File: config.mk
export PLATFORM = sky130hd
export DESIGN_NAME = adder_tree_csa_pipe
export DESIGN_NICKNAME = d
export VERILOG_FILES = /design/src/rtl/adder_tree_pkg.sv /design/src/rtl/csa_row.sv /design/src/rtl/adder_tree_csa_pipe.sv
export SDC_FILE = /design/constraint.sdc
export NUM_CORES = 1
export LEC_CHECK = 0
export BUFFER_PORTS_ARGS = -buffer_cell sky130_fd_sc_hd__buf_2
export CORE_ASPECT_RATIO = 0.8
export CORE_MARGIN = 8
export CORE_UTILIZATION = 53
export CTS_CLUSTER_DIAMETER = 80
export CTS_CLUSTER_SIZE = 28
export DETAILED_ROUTE_END_ITERATION = 10
export GPL_TIMING_DRIVEN = 1
export HOLD_SLACK_MARGIN = 0.12
export PLACE_DENSITY = 0.78
export SYNTH_ARGS = -nofsm -noshare
export SYNTH_HDL_FRONTEND = slang
export SYNTH_SLANG_ARGS = --single-unit
File: constraint.sdc
create_clock -name clk -period 1.79 [get_ports clk]
set_clock_uncertainty 0.1 [all_clocks]
set_input_delay 0.2685 -clock clk [delete_from_list [all_inputs] [get_ports clk]]
set_output_delay 0.2685 -clock clk [all_outputs]
set_load 0.02 [all_outputs]
File: src/rtl/adder_tree_pkg.sv
// Shared constant functions describing the shape of the carry-save adder tree.
// Every function is a constant function so it can size localparams and
// generate loops in the tree itself.
package adder_tree_pkg;

   // Operand count after one 3:2 level: each full triple becomes two vectors,
   // the one or two leftovers pass straight through.
   function automatic int next_ops(input int ops);
      return 2 * (ops / 3) + ops % 3;
   endfunction

   // Number of 3:2 levels needed to bring n operands down to two.
   function automatic int stage_count(input int n);
      int ops;
      int cnt;
      ops = n;
      cnt = 0;
      while (ops > 2) begin
         ops = next_ops(ops);
         cnt++;
      end
      return cnt;
   endfunction

   // Operand count entering level k (levels are numbered from 1).
   function automatic int ops_at_level(input int n, input int k);
      int ops;
      ops = n;
      for (int i = 1; i < k; i++) begin
         ops = next_ops(ops);
      end
      return ops;
   endfunction

   // Number of 3:2 rows used at level k.
   function automatic int csa_at_level(input int n, input int k);
      return ops_at_level(n, k) / 3;
   endfunction

   // Number of operands that bypass the rows at level k.
   function automatic int rem_at_level(input int n, input int k);
      return ops_at_level(n, k) % 3;
   endfunction

endpackage

File: src/rtl/csa_row.sv
// Single row of 3:2 compressors: turns three W-bit vectors into a sum
// vector and a carry vector already shifted into its column weight.
module csa_row #(
   parameter int W = 8
) (
   input  logic [W-1:0] i_a,
   input  logic [W-1:0] i_b,
   input  logic [W-1:0] i_c,
   output logic [W-1:0] o_sum,
   output logic [W-1:0] o_carry
);

   // The carry is shifted left by one and its top bit dropped; the tree is
   // sized so that bit never carries weight in the final result.
   assign o_sum   = i_a ^ i_b ^ i_c;
   assign o_carry = ((i_a & i_b) | (i_a & i_c) | (i_b & i_c)) << 1;

endmodule

File: src/rtl/adder_tree_csa_pipe.sv
// Fully pipelined carry-save adder tree summing I_DATA_N words with a
// registered final carry-propagate add and valid/ready flow control.
// The whole pipeline stalls as one when the output is held.
module adder_tree_csa_pipe
   import adder_tree_pkg::*;
#(
   parameter int I_DATA_W = 8,
   parameter int I_DATA_N = 8,
   parameter bit SIGNED   = 1'b1
) (
   input  logic                           clk,
   input  logic                           rst_n,
   input  logic                           i_valid,
   output logic                           o_ready,
   input  logic [I_DATA_N*I_DATA_W-1:0]   i_data,
   output logic                           o_valid,
   input  logic                           i_ready,
   output logic [I_DATA_W+$clog2(I_DATA_N)-1:0] o_data
);

   localparam int O_DATA_W = I_DATA_W + $clog2(I_DATA_N);
   localparam int EXT_W    = O_DATA_W - I_DATA_W;
   localparam int STAGES_N = stage_count(I_DATA_N);

   logic                advance;
   logic [O_DATA_W-1:0] ext_ops [I_DATA_N];

   // Every register level moves together; an empty output slot or a
   // consumer taking the current result lets the pipeline step.
   assign advance = ~o_valid | i_ready;
   assign o_ready = advance;

   // Widen each input word to the result width, sign- or zero-extended.
   for (genvar i = 0; i < I_DATA_N; i++) begin : g_ext
      logic [I_DATA_W-1:0] word;
      assign word = i_data[i*I_DATA_W +: I_DATA_W];
      if (SIGNED) begin : g_sext
         assign ext_ops[i] = {{EXT_W{word[I_DATA_W-1]}}, word};
      end else begin : g_zext
         assign ext_ops[i] = {{EXT_W{1'b0}}, word};
      end
   end

   // One registered 3:2 reduction level per iteration.
   for (genvar k = 1; k <= STAGES_N; k++) begin : g_lvl
      localparam int OPS_IN  = ops_at_level(I_DATA_N, k);
      localparam int N_CSA   = csa_at_level(I_DATA_N, k);
      localparam int N_REM   = rem_at_level(I_DATA_N, k);
      localparam int OPS_OUT = 2 * N_CSA + N_REM;

      logic [O_DATA_W-1:0] ops_in [OPS_IN];
      logic [O_DATA_W-1:0] ops_d  [OPS_OUT];
      logic [O_DATA_W-1:0] ops_q  [OPS_OUT];
      logic                vld_in;
      logic                vld_q;

      if (k == 1) begin : g_src_in
         assign ops_in = ext_ops;
         assign vld_in = i_valid;
      end else begin : g_src_prev
         assign ops_in = g_lvl[k-1].ops_q;
         assign vld_in = g_lvl[k-1].vld_q;
      end

      for (genvar j = 0; j < N_CSA; j++) begin : g_row
         csa_row #(.W(O_DATA_W)) u_csa_row (
            .i_a     (ops_in[3*j]),
            .i_b     (ops_in[3*j+1]),
            .i_c     (ops_in[3*j+2]),
            .o_sum   (ops_d[2*j]),
            .o_carry (ops_d[2*j+1])
         );
      end

      for (genvar r = 0; r < N_REM; r++) begin : g_pass
         assign ops_d[2*N_CSA+r] = ops_in[3*N_CSA+r];
      end

      // Capture this level's vectors and valid bit whenever the pipeline steps.
      always_ff @(posedge clk or negedge rst_n) begin
         if (!rst_n) begin
            vld_q <= 1'b0;
            for (int i = 0; i < OPS_OUT; i++) begin
               ops_q[i] <= '0;
            end
         end else if (advance) begin
            vld_q <= vld_in;
            ops_q <= ops_d;
         end
      end
   end

   // Final carry-propagate add of the last two vectors into the output register.
   always_ff @(posedge clk or negedge rst_n) begin
      if (!rst_n) begin
         o_valid <= 1'b0;
         o_data  <= '0;
      end else if (advance) begin
         o_valid <= g_lvl[STAGES_N].vld_q;
         o_data  <= g_lvl[STAGES_N].ops_q[0] + g_lvl[STAGES_N].ops_q[1];
      end
   end

endmodule
; ---- After elaboration in Yosys (flattened, before gate mapping)
; Index checks and enable logic that the tools add are counted.
[totals]
output_inout_bits = 13
reg_bits = 168
[classes]
bitwise = 44
n_addsub = 1
[ops]
columns = operator, n
row1 = AND 10 bit, 18
row2 = XOR 11 bit, 12
row3 = OR 10 bit, 12
row4 = adder 11 bit, 1
row5 = NOT 1 bit, 1
row6 = OR 1 bit, 1

; ---- Depth between registers and ports, before layout
; Gate-level depths: netlist of the first run.
[logic_depth]
ltp_word = 3
mapped_depth = 7
ltp_nobuf = 6

; ---- Cells and area by module
; Synthesis of the first run repeated with hierarchy kept, for this count alone.
[unflattened]
hier_cells = 871
hier_area_um2 = 8435.6
[by_module_without_submodules]
columns = module, area_each_um2, instances, seq_area_each_um2, cells_each
row1 = adder_tree_csa_pipe, 7024.2, 1, 4379.2, 793
row2 = csa_row, 235.2, 6, 0.0, 13

; ---- Worst setup path before layout of the first run
; Ideal clock, no wire load.
[synth_path]
path_kind = register -> register
start = register g_lvl[4].ops_q[2] in the netlist's numbering
end = register o_data[10]
period_less_slack_ns = 1.893
setup_time_ns = 0.095
arrival_time_ns = 1.697
t_required_ns = 1.595
path_slack_ns = -0.103
stages_incl_launch_ff = 7
cell_sequence = dfrtp_1 -> ha_1 -> fa_1 -> a211oi_1 -> o211a_1 -> nor3_1 -> o31ai_1
[synth_via]
elab_chain_cells = 1
[synth_lines]
columns = element, line_no
row1 = start: declaration, adder_tree_csa_pipe.sv:53  ; logic [O_DATA_W-1:0] ops_q [OPS_OUT];
row2 = start signal: assignment, adder_tree_csa_pipe.sv:88  ; ops_q <= ops_d;
row3 = adder 11 bit, adder_tree_csa_pipe.sv:100  ; o_data <= g_lvl[STAGES_N].ops_q[0] + g_lvl[STAGES_N].ops_q[1];
row4 = end signal: assignment, adder_tree_csa_pipe.sv:100
row5 = end: declaration, adder_tree_csa_pipe.sv:18  ; output logic [I_DATA_W+$clog2(I_DATA_N)-1:0] o_data
; No other way between the ends.
; A chain may end at the register's enable or synchronous reset.

; ---- Worst setup path after layout of the first run
; Same ends and word-level chain as after synthesis.

==> flow_metrics.tcl, run 1 <==
set metrics [dict create \
    setup_viol 3 \
    ant_nets 0 \
    ys_ff_latch 149 \
    worstPathArrival_ps 2160 \
    status "finished, violations left" \
    rsz0062_at_grt "yes" \
    cts-root-buf "clkbuf_16" \
    synth_edf_count 0 \
    grt_pass1_vias 5561 \
    clock.fmax_mhz 518 \
    die_width_um 144 \
    worstRegToRegCells 6 \
    worstPathCellList "ha_2, fa_2, a211oi_4, o211a_1, nor3_1, o31ai_1" \
    critPathSlowestCell "fa_2" \
    place_congestion 0.814 \
    multi_input_area_um2 3130 \
    p_leak_nw 4.57 \
    synth_compound_area_share_pct 2.75 \
    setup_ws_ps -140 \
    final_util_pct 68.4 \
    tightest_slew_ps 480 \
    synth-xor-area-share_pct 0.755 \
    antennaDiodeCount 0 \
    htree_levels 4 \
    synth_area_leaders "dfrtp_1 (54%), nand2_1 (23%), fa_1 (15%), buf_2 (2.0%), ha_1 (2.0%)" \
    async_reset_ff_share_pct 100 \
    hold_path_depth 4 \
    reg2reg_from "g_lvl[4].ops_q[2]" \
    netlist.area_leader.share_pct 53.6 \
    seqCellArea_um2 3730 \
    synth-adder-area-share_pct 16.7 \
    cts.sinks 149 \
    slew_viol_final 0 \
    synthMuxAreaShare_pct 0 \
    place_area_um2 7600 \
    syn-cell-area_um2 6960 \
    grt_max_degree 112 \
    p_per_area_nw_per_um2 1810 \
    end_kind "flip-flop" \
    grt_pass1_wl_um 26200 \
    finalCriticalPeriod_ps 1930 \
    ioPinCount 81 \
    die_h_um 118 \
    drc 0 \
    crit_path_start_kind "flip-flop" \
    r2r_setup_slack_ps -140 \
    wire_per_inst_um 14.5 \
    ir_worst_vdd_v 0.000989 \
    synth_cell_types 32 \
    drtIter0Drc 427 \
    netlist_top_cells_count "nand2_1 (427), dfrtp_1 (149), fa_1 (51), buf_2 (28), ha_1 (11)" \
    regToRegEndpoint "o_data[10]" \
    grt_overflow_total 0 \
    finalCritPeriodShare_pct 108 \
    syn_avg_cell_area_um2 9.69 \
    critPathMaxFanout 3 \
    synth.net_count 848 \
    pre_cts_ws_ps -120 \
    track_usage_pct 19.2 \
    cts_max_path_buffers 2 \
    hold_path_class "primary input to flip-flop" \
    start_util_pct 54.3 \
    antenna_found_initial 0 \
    yosysMostFrequentCell "nand2_1" \
    violations "negative setup slack" \
    nNetsFinal 974 \
    finalHoldViolCount 0 \
    synth_seq_area_share_pct 53.6 \
    portBuffers 80 \
    numCtsBuffers 17 \
    maxCapViolCount 0 \
    via_per_inst 5.03 \
    cp.required_ps 2020 \
    worstSkewPairLatency_ps 430 \
    drt_first_pass_iters 5 \
    synthFlopType "dfrtp_1" \
    max_stage_delay_ps 410 \
    fillCellCount 909 \
    yosysWarningCount 0 \
    whs_endpoint "g_lvl[1].ops_q[60]" \
    finalInstanceArea_um2 8780 \
    hpwl_um 9370 \
    areaGrowthSynthToFinish_pct 26.1 \
    core_um2 12800 \
    synth_top_area_cell "dfrtp_1" \
    clk_pin_slew_ps 60 \
    dr_total_vias 5186 \
    routed_wl_um 14900 \
    cts_tree "yes" \
    slew_headroom_pct 68.0 \
    min_from "i_data[5]" \
    p_total_mw 15.9 \
    netlist_instances 718 \
    placementRows 37 \
    drive_gt1_share_pct 16.6 \
    synth_top_family_by_area "simple AND/OR/NAND/NOR gates" \
    fin_tns_setup_ps -281 \
    yosys.area_share.simple_pct 23.9 \
    dieArea_um2 17100 \
    critical_path_class "flip-flop to flip-flop" \
]
[cell families (layout without fill, tap and decap cells)]
group | Yosys count | in the layout
and+or+nand+nor | 438 | 438
DFF | 149 | 149
adders and majority gates | 62 | 62
buffers and inverters | 35 | 174
AOI/OAI and AO/OA | 28 | 28
xor gates and xnor gates | 6 | 6
[placed cells by master, fill, tap and decap left out, types with 2 or more instances in the layout]
cell type,synthesis,layout
inv_6,0,2
buf_2,28,79
a21oi_1,6,4
nand2_1,427,427
fa_1,51,50
o211ai_1,2,2
clkbuf_16,0,17
ha_2,0,2
o21ai_0,5,3
ha_1,11,9
buf_4,0,13
dfrtp_1,149,149
dlygate4sd3_1,0,42
bufinv_16,0,6
xnor2_1,4,4
clkinv_2,0,4
a211oi_4,0,2
o21ai_1,2,3
buf_12,0,5
nor2_1,5,5
xor2_1,2,2
[state kept, by name, indices dropped and copies added (netlist names)]
register     count
o_data          11
g_lvl.ops_q    133
o_valid          1
g_lvl.vld_q      4
[report_power, final]
| group | internal, mW | leakage, nW | switching, mW |
|---|---|---|---|
| Clock | 2.65 | 0.331 | 1.39 |
| Combinational | 2.49 | 2.43 | 3.37 |
| Sequential | 4.91 | 1.81 | 1.10 |
| Total | 10.0 | 4.57 | 5.85 |
[worst max-delay path by stage]
stage	slack [ps]	cells past startpoint	to	from
after floorplan	9	6	o_data[10]	g_lvl[4].ops_q[2]
after global placement	-30	6	o_data[10]	g_lvl[4].ops_q[2]
after detailed placement	-120	6	o_data[10]	g_lvl[4].ops_q[2]
after CTS	-90	6	o_data[10]	g_lvl[4].ops_q[2]
after global routing	-210	6	o_data[10]	g_lvl[4].ops_q[2]
final	-140	6	o_data[10]	g_lvl[4].ops_q[2]
[through the flow]
stage	hold slack [ps]	cells
6_report	131	1032
5_1_grt	126	1032
4_1_cts	122	1030
3_5_place_dp	107	952
3_3_place_gp	103	952
2_1_floorplan	-127	718
[what timing repair did]
item	4_1_cts	5_1_grt
hold buffers	43	0
gates resized for setup	5	7
endpoints found under the hold margin	187	0
pin swaps	5	9
setup buffers	3	3
setup endpoints to repair	5	6
[metal layers]
metal	part of all wire (%)	GRT usage [%]	up-vias
met5	0	0	-
met4	2.7	8.26	0
met3	5.0	5.67	39
met2	48	29.5	155
met1	45	24.9	2530
li1	-	-	2462
[final cells by class]
class                   instances  share of cell area, %
inverters                       2                  0.114
clock buffers                  19                   5.05
repair buffers                140                   11.7
multi-input cells             534                   35.6
flip-flops and latches        149                   42.5
well taps                     175                   2.49
clock inverters                13                   2.58
[worst max-delay path, delay by kind of cell, from the launching register on]
kind            cells  cell delay [ps]
compound gates      3              660
fa+ha+maj           2              620
flops               1              390
simple gates        1               60
No activity file was read; power rests on OpenSTA's default activity.
==> run 2, diff against run 1 <==
PLACE_DENSITY = 0.74   (was 0.78)
==> flow_metrics.tcl, run 2 (synthesis gave the netlist of run 1 again) <==
set metrics [dict create \
    wire_per_inst_um 13.7 \
    min_from "i_data[15]" \
    cp.required_ps 2010 \
    worstSkewPairLatency_ps 420 \
    p_per_area_nw_per_um2 1720 \
    via_per_inst 4.78 \
    cts-root-buf "clkbuf_16" \
    maxCapViolCount 0 \
    ir_worst_vdd_v 0.000819 \
    clk_pin_slew_ps 60 \
    htree_levels 4 \
    antennaDiodeCount 0 \
    rsz0062_at_grt "yes" \
    die_h_um 118 \
    hold_path_class "primary input to flip-flop" \
    start_util_pct 54.3 \
    hpwl_um 9160 \
    reg2reg_from "g_lvl[4].ops_q[2]" \
    final_util_pct 68.0 \
    grt_pass1_wl_um 25400 \
    worstRegToRegCells 6 \
    worstPathArrival_ps 2020 \
    critPathMaxFanout 3 \
    regToRegEndpoint "o_data[7]" \
    grt_overflow_total 0 \
    slew_headroom_pct 69.3 \
    grt_max_degree 98 \
    tightest_slew_ps 460 \
    r2r_setup_slack_ps -10 \
    drive_gt1_share_pct 16.2 \
    fin_tns_setup_ps -19.9 \
    reg.largest.list "g_lvl.ops_q: 133 flops, o_data: 11 flops, g_lvl.vld_q: 4 flops" \
    largest_register "g_lvl.ops_q" \
    core_um2 12800 \
    largest_register_ffs 133 \
    cts_max_path_buffers 2 \
    critical_path_class "flip-flop to flip-flop" \
    pre_cts_ws_ps -97.5 \
    drt_first_pass_iters 4 \
    drtIter0Drc 332 \
    multi_input_area_um2 3100 \
    cp-startpoint "g_lvl[4].ops_q[2]" \
    finalCritPeriodShare_pct 101 \
    violations "negative setup slack" \
    crit_path_start_kind "flip-flop" \
    dieArea_um2 17100 \
    place_congestion 0.798 \
    place_area_um2 7610 \
    nNetsFinal 980 \
    holdWs_ps 128 \
    ant_nets 0 \
    finalHoldViolCount 0 \
    numCtsBuffers 17 \
    cts_tree "yes" \
    p_leak_nw 4.54 \
    end_kind "flip-flop" \
    grt_pass1_vias 5417 \
    critPathCapture "o_data[7]" \
    ioPinCount 81 \
    cts.sinks 149 \
    dr_total_vias 4959 \
    slew_viol_final 0 \
    routed_wl_um 14200 \
    status "finished, violations left" \
    layout_common_cells "nand2_1 (427), dfrtp_1 (149), buf_2 (79)" \
    die_width_um 144 \
    portBuffers 80 \
    areaGrowthSynthToFinish_pct 25.4 \
    placementRows 37 \
    antenna_found_initial 0 \
    finalInstanceArea_um2 8720 \
    seqCellArea_um2 3730 \
    fillCellCount 966 \
    drc 0 \
    setup_ws_ps -12.0 \
    track_usage_pct 18.5 \
    finalCriticalPeriod_ps 1800 \
    clock.fmax_mhz 555 \
    setup_viol 2 \
    final_common_cell "nand2_1" \
]
## run 2: worst min path at each step
stage                    endpoint  cells after the start
2_1_floorplan   g_lvl[1].ops_q[0]                      0
3_3_place_gp   g_lvl[4].ops_q[21]                      1
3_5_place_dp   g_lvl[4].ops_q[10]                      1
4_1_cts        g_lvl[1].ops_q[37]                      4
5_1_grt        g_lvl[1].ops_q[64]                      4
6_report       g_lvl[1].ops_q[64]                      4
## run 2: layout make-up
| cell class | instances | share of cell area [%] |
|---|---|---|
| Multi-Input combinational cell | 534 | 35.5 |
| Inverter | 2 | 0.143 |
| Timing Repair Buffer | 146 | 12.3 |
| Tap cell | 175 | 2.51 |
| Sequential cell | 149 | 42.7 |
| Clock buffer | 22 | 5.66 |
| Clock inverter | 9 | 1.15 |
## run 2: where the power goes
group	switching [mW]	internal [mW]	leakage (nW)	total (mW)
Clock	1.31	2.21	0.294	3.52
Sequential	1.09	4.91	1.81	5.99
Combinational	3.13	2.39	2.44	5.52
## run 2: stage by stage
| step | total power, mW | std cells |
|---|---|---|
| after detailed placement | 11.3 | 955 |
| after floorplan | 9.73 | 718 |
| after global routing | 16.4 | 1037 |
| final | 15.0 | 1037 |
| after global placement | 11.0 | 955 |
| after CTS | 15.1 | 1037 |
## run 2: metal layers
layer  up-vias  track usage [%]  wire length, µm  part of all wire, %
li1       2467                -                -                    -
met1      2380             24.4             6670                   47
met2       104             28.7             6780                   48
met3         8             6.15              702                  4.9
met4         0             5.57               93                 0.65
met5         -                0                0                    0
## run 2: repair_timing
| item | 4_1_cts | 5_1_grt |
|---|---|---|
| endpoints found under the hold margin | 187 | 0 |
| endpoints found under the setup margin | 5 | 7 |
| pin swaps | 8 | 3 |
| gates resized for setup | 1 | 3 |
| setup buffers | 3 | 1 |
| hold buffers | 48 | 0 |
## run 2: critical path, cell delays in order (launching register included)
cell and delay, ps:
dfrtp_1 380, ha_2 200, buf_4 130, a211oi_2 270
o21bai_1 130, a2111o_1 390, o311ai_1 100
==> run 3, diff against run 2 <==
CORE_UTILIZATION = 62   (was 53)
CTS_BUF_LIST = sky130_fd_sc_hd__clkbuf_8 sky130_fd_sc_hd__clkbuf_16   (was not set)
PLACE_DENSITY = 0.82   (was 0.74)
clock period = 2.2 ns   (was 1.79 ns; I/O delays follow)
==> flow_metrics.tcl, run 3 (synthesis gave the netlist of run 1 again) <==
set metrics [dict create \
    status "finished, final reports clean" \
    ant_nets 0 \
    htree_levels 4 \
    numCtsBuffers 17 \
    critical_path_class "flip-flop to flip-flop" \
    worstSkewPairLatency_ps 420 \
    core_um2 10900 \
    finalHoldViolCount 0 \
    tightest_slew_ps 547 \
    critPathMaxFanout 3 \
    cts_tree "yes" \
    dieArea_um2 14900 \
    areaGrowthSynthToFinish_pct 19.6 \
    ioPinCount 81 \
    die_h_um 111 \
    largest_register "g_lvl.ops_q" \
    die_width_um 134 \
    final_util_pct 76.4 \
    finalCriticalPeriod_ps 2040 \
    slew_headroom_pct 63.5 \
    routed_wl_um 14200 \
    crit_path_start_kind "flip-flop" \
    finalCritPeriodShare_pct 92.9 \
    hpwl_um 9070 \
    slew_viol_final 0 \
    maxCapViolCount 0 \
    p_leak_nw 4.38 \
    max_stage_delay_ps 440 \
    place_congestion 0.808 \
    cts.sinks 149 \
    start_util_pct 63.9 \
    grt_use_met2_pct 32.2 \
    grt_util_met3_pct 6.07 \
    clock.fmax_mhz 489 \
    grt_max_degree 131 \
    grt_pass1_vias 5282 \
    drive_gt1_share_pct 14.9 \
    rsz0062_at_grt "no" \
    met1_usage_pct 26.0 \
    drtIter0Drc 316 \
    setup_viol 0 \
    nNetsFinal 938 \
    cts-root-buf "clkbuf_16" \
    cp.required_ps 2410 \
    critPathSlowestCell "fa_1" \
    largest_register_ffs 133 \
    fin_tns_setup_ps 0 \
    antennaDiodeCount 0 \
    setup_ws_ps 157 \
    placementRows 34 \
    cts_max_path_buffers 2 \
    clk_pin_slew_ps 60 \
    via_per_inst 5.21 \
    wire_per_inst_um 14.7 \
    end_kind "flip-flop" \
    antenna_found_initial 0 \
    worstPathArrival_ps 2260 \
    dr_total_vias 5027 \
    drc 0 \
    layout_common_cells "nand2_1 (427), dfrtp_1 (149), buf_2 (79)" \
    track_usage_pct 20.3 \
    final_common_cell "nand2_1" \
    drt_first_pass_iters 5 \
    p_total_mw 12.3 \
    portBuffers 80 \
    grt_overflow_total 0 \
    grt_pass1_wl_um 24400 \
    reg.largest.list "g_lvl.ops_q: 133 flops, o_data: 11 flops, g_lvl.vld_q: 4 flops" \
    ir_worst_vdd_v 0.000673 \
    pre_cts_ws_ps 135 \
    p_per_area_nw_per_um2 1480 \
    hold_path_class "primary input to flip-flop" \
    worstPathCellList "ha_1, fa_1, a211oi_2, o211a_1, nor3_1, o31ai_1" \
    busiest_layer "met2" \
    fillCellCount 711 \
]
## run 3: changes by cell type in the layout (fill, tap and decap cells not counted), sizes merged
cell and delta:
inv +2, dlygate4sd3 -29, clkbuf -3, buf -13, bufinv +2
## run 3: worst paths after layout
kind / startpoint / endpoint / depth (start not counted) / slack, ps
min reg2reg: o_data[0] / o_data[0] / 2 / 360
min: i_data[22] / g_lvl[1].ops_q[61] / 4 / 170
max in group asynchronous: rst_n / g_lvl[1].ops_q[59] / 3 / 1010
min in group asynchronous: rst_n / o_data[10] / 2 / 340
max: g_lvl[4].ops_q[2] / o_data[10] / 6 / 160
max reg2reg: g_lvl[4].ops_q[2] / o_data[10] / 6 / 160
## run 3: layer usage
layer / up-vias / wire length [µm]
met5: - / 0
met4: 0 / 221
met3: 24 / 847
met2: 162 / 6930
met1: 2451 / 6190
li1: 2390 / -
## run 3: where the power goes
group	internal (mW)	switching, mW
logic	1.80	2.58
clock network	1.95	1.11
registers	3.99	0.903
## run 3: repair_timing
action                                 in CTS  in global routing
hold buffers                               18                  0
gates resized for setup                     0                  1
setup endpoints to repair                   0                  1
endpoints found under the hold margin      65                  0
buffers inserted                            0                  0
## run 3: layout make-up
| cell class | instances | area, µm² | share of cell area [%] |
|---|---|---|---|
| multi-input combinational | 534 | 3080 | 37.0 |
| clock buffer | 19 | 453 | 5.44 |
| inverter | 2 | 10.0 | 0.120 |
| tap | 144 | 180 | 2.17 |
| clock inverter | 13 | 180 | 2.17 |
| sequential | 149 | 3730 | 44.8 |
| timing repair buffer | 104 | 694 | 8.34 |
## run 3: critical path: cells and delay by family, from the launching register on
| family | cells | cell delay [ps] |
|---|---|---|
| adders and majority gates | 2 | 690 |
| AOI/OAI and AO/OA | 3 | 710 |
| and+or+nand+nor | 1 | 60 |
| DFF | 1 | 380 |
## run 3: per-stage QoR
step                instances  hold WS (ps)  cell area (µm²)
finish                    965           173             8320
global route              965           177             8320
CTS                       965           164             8320
detailed placement        915           218             7500
global placement          915           205             7500
floorplan                 718         -65.6             6960
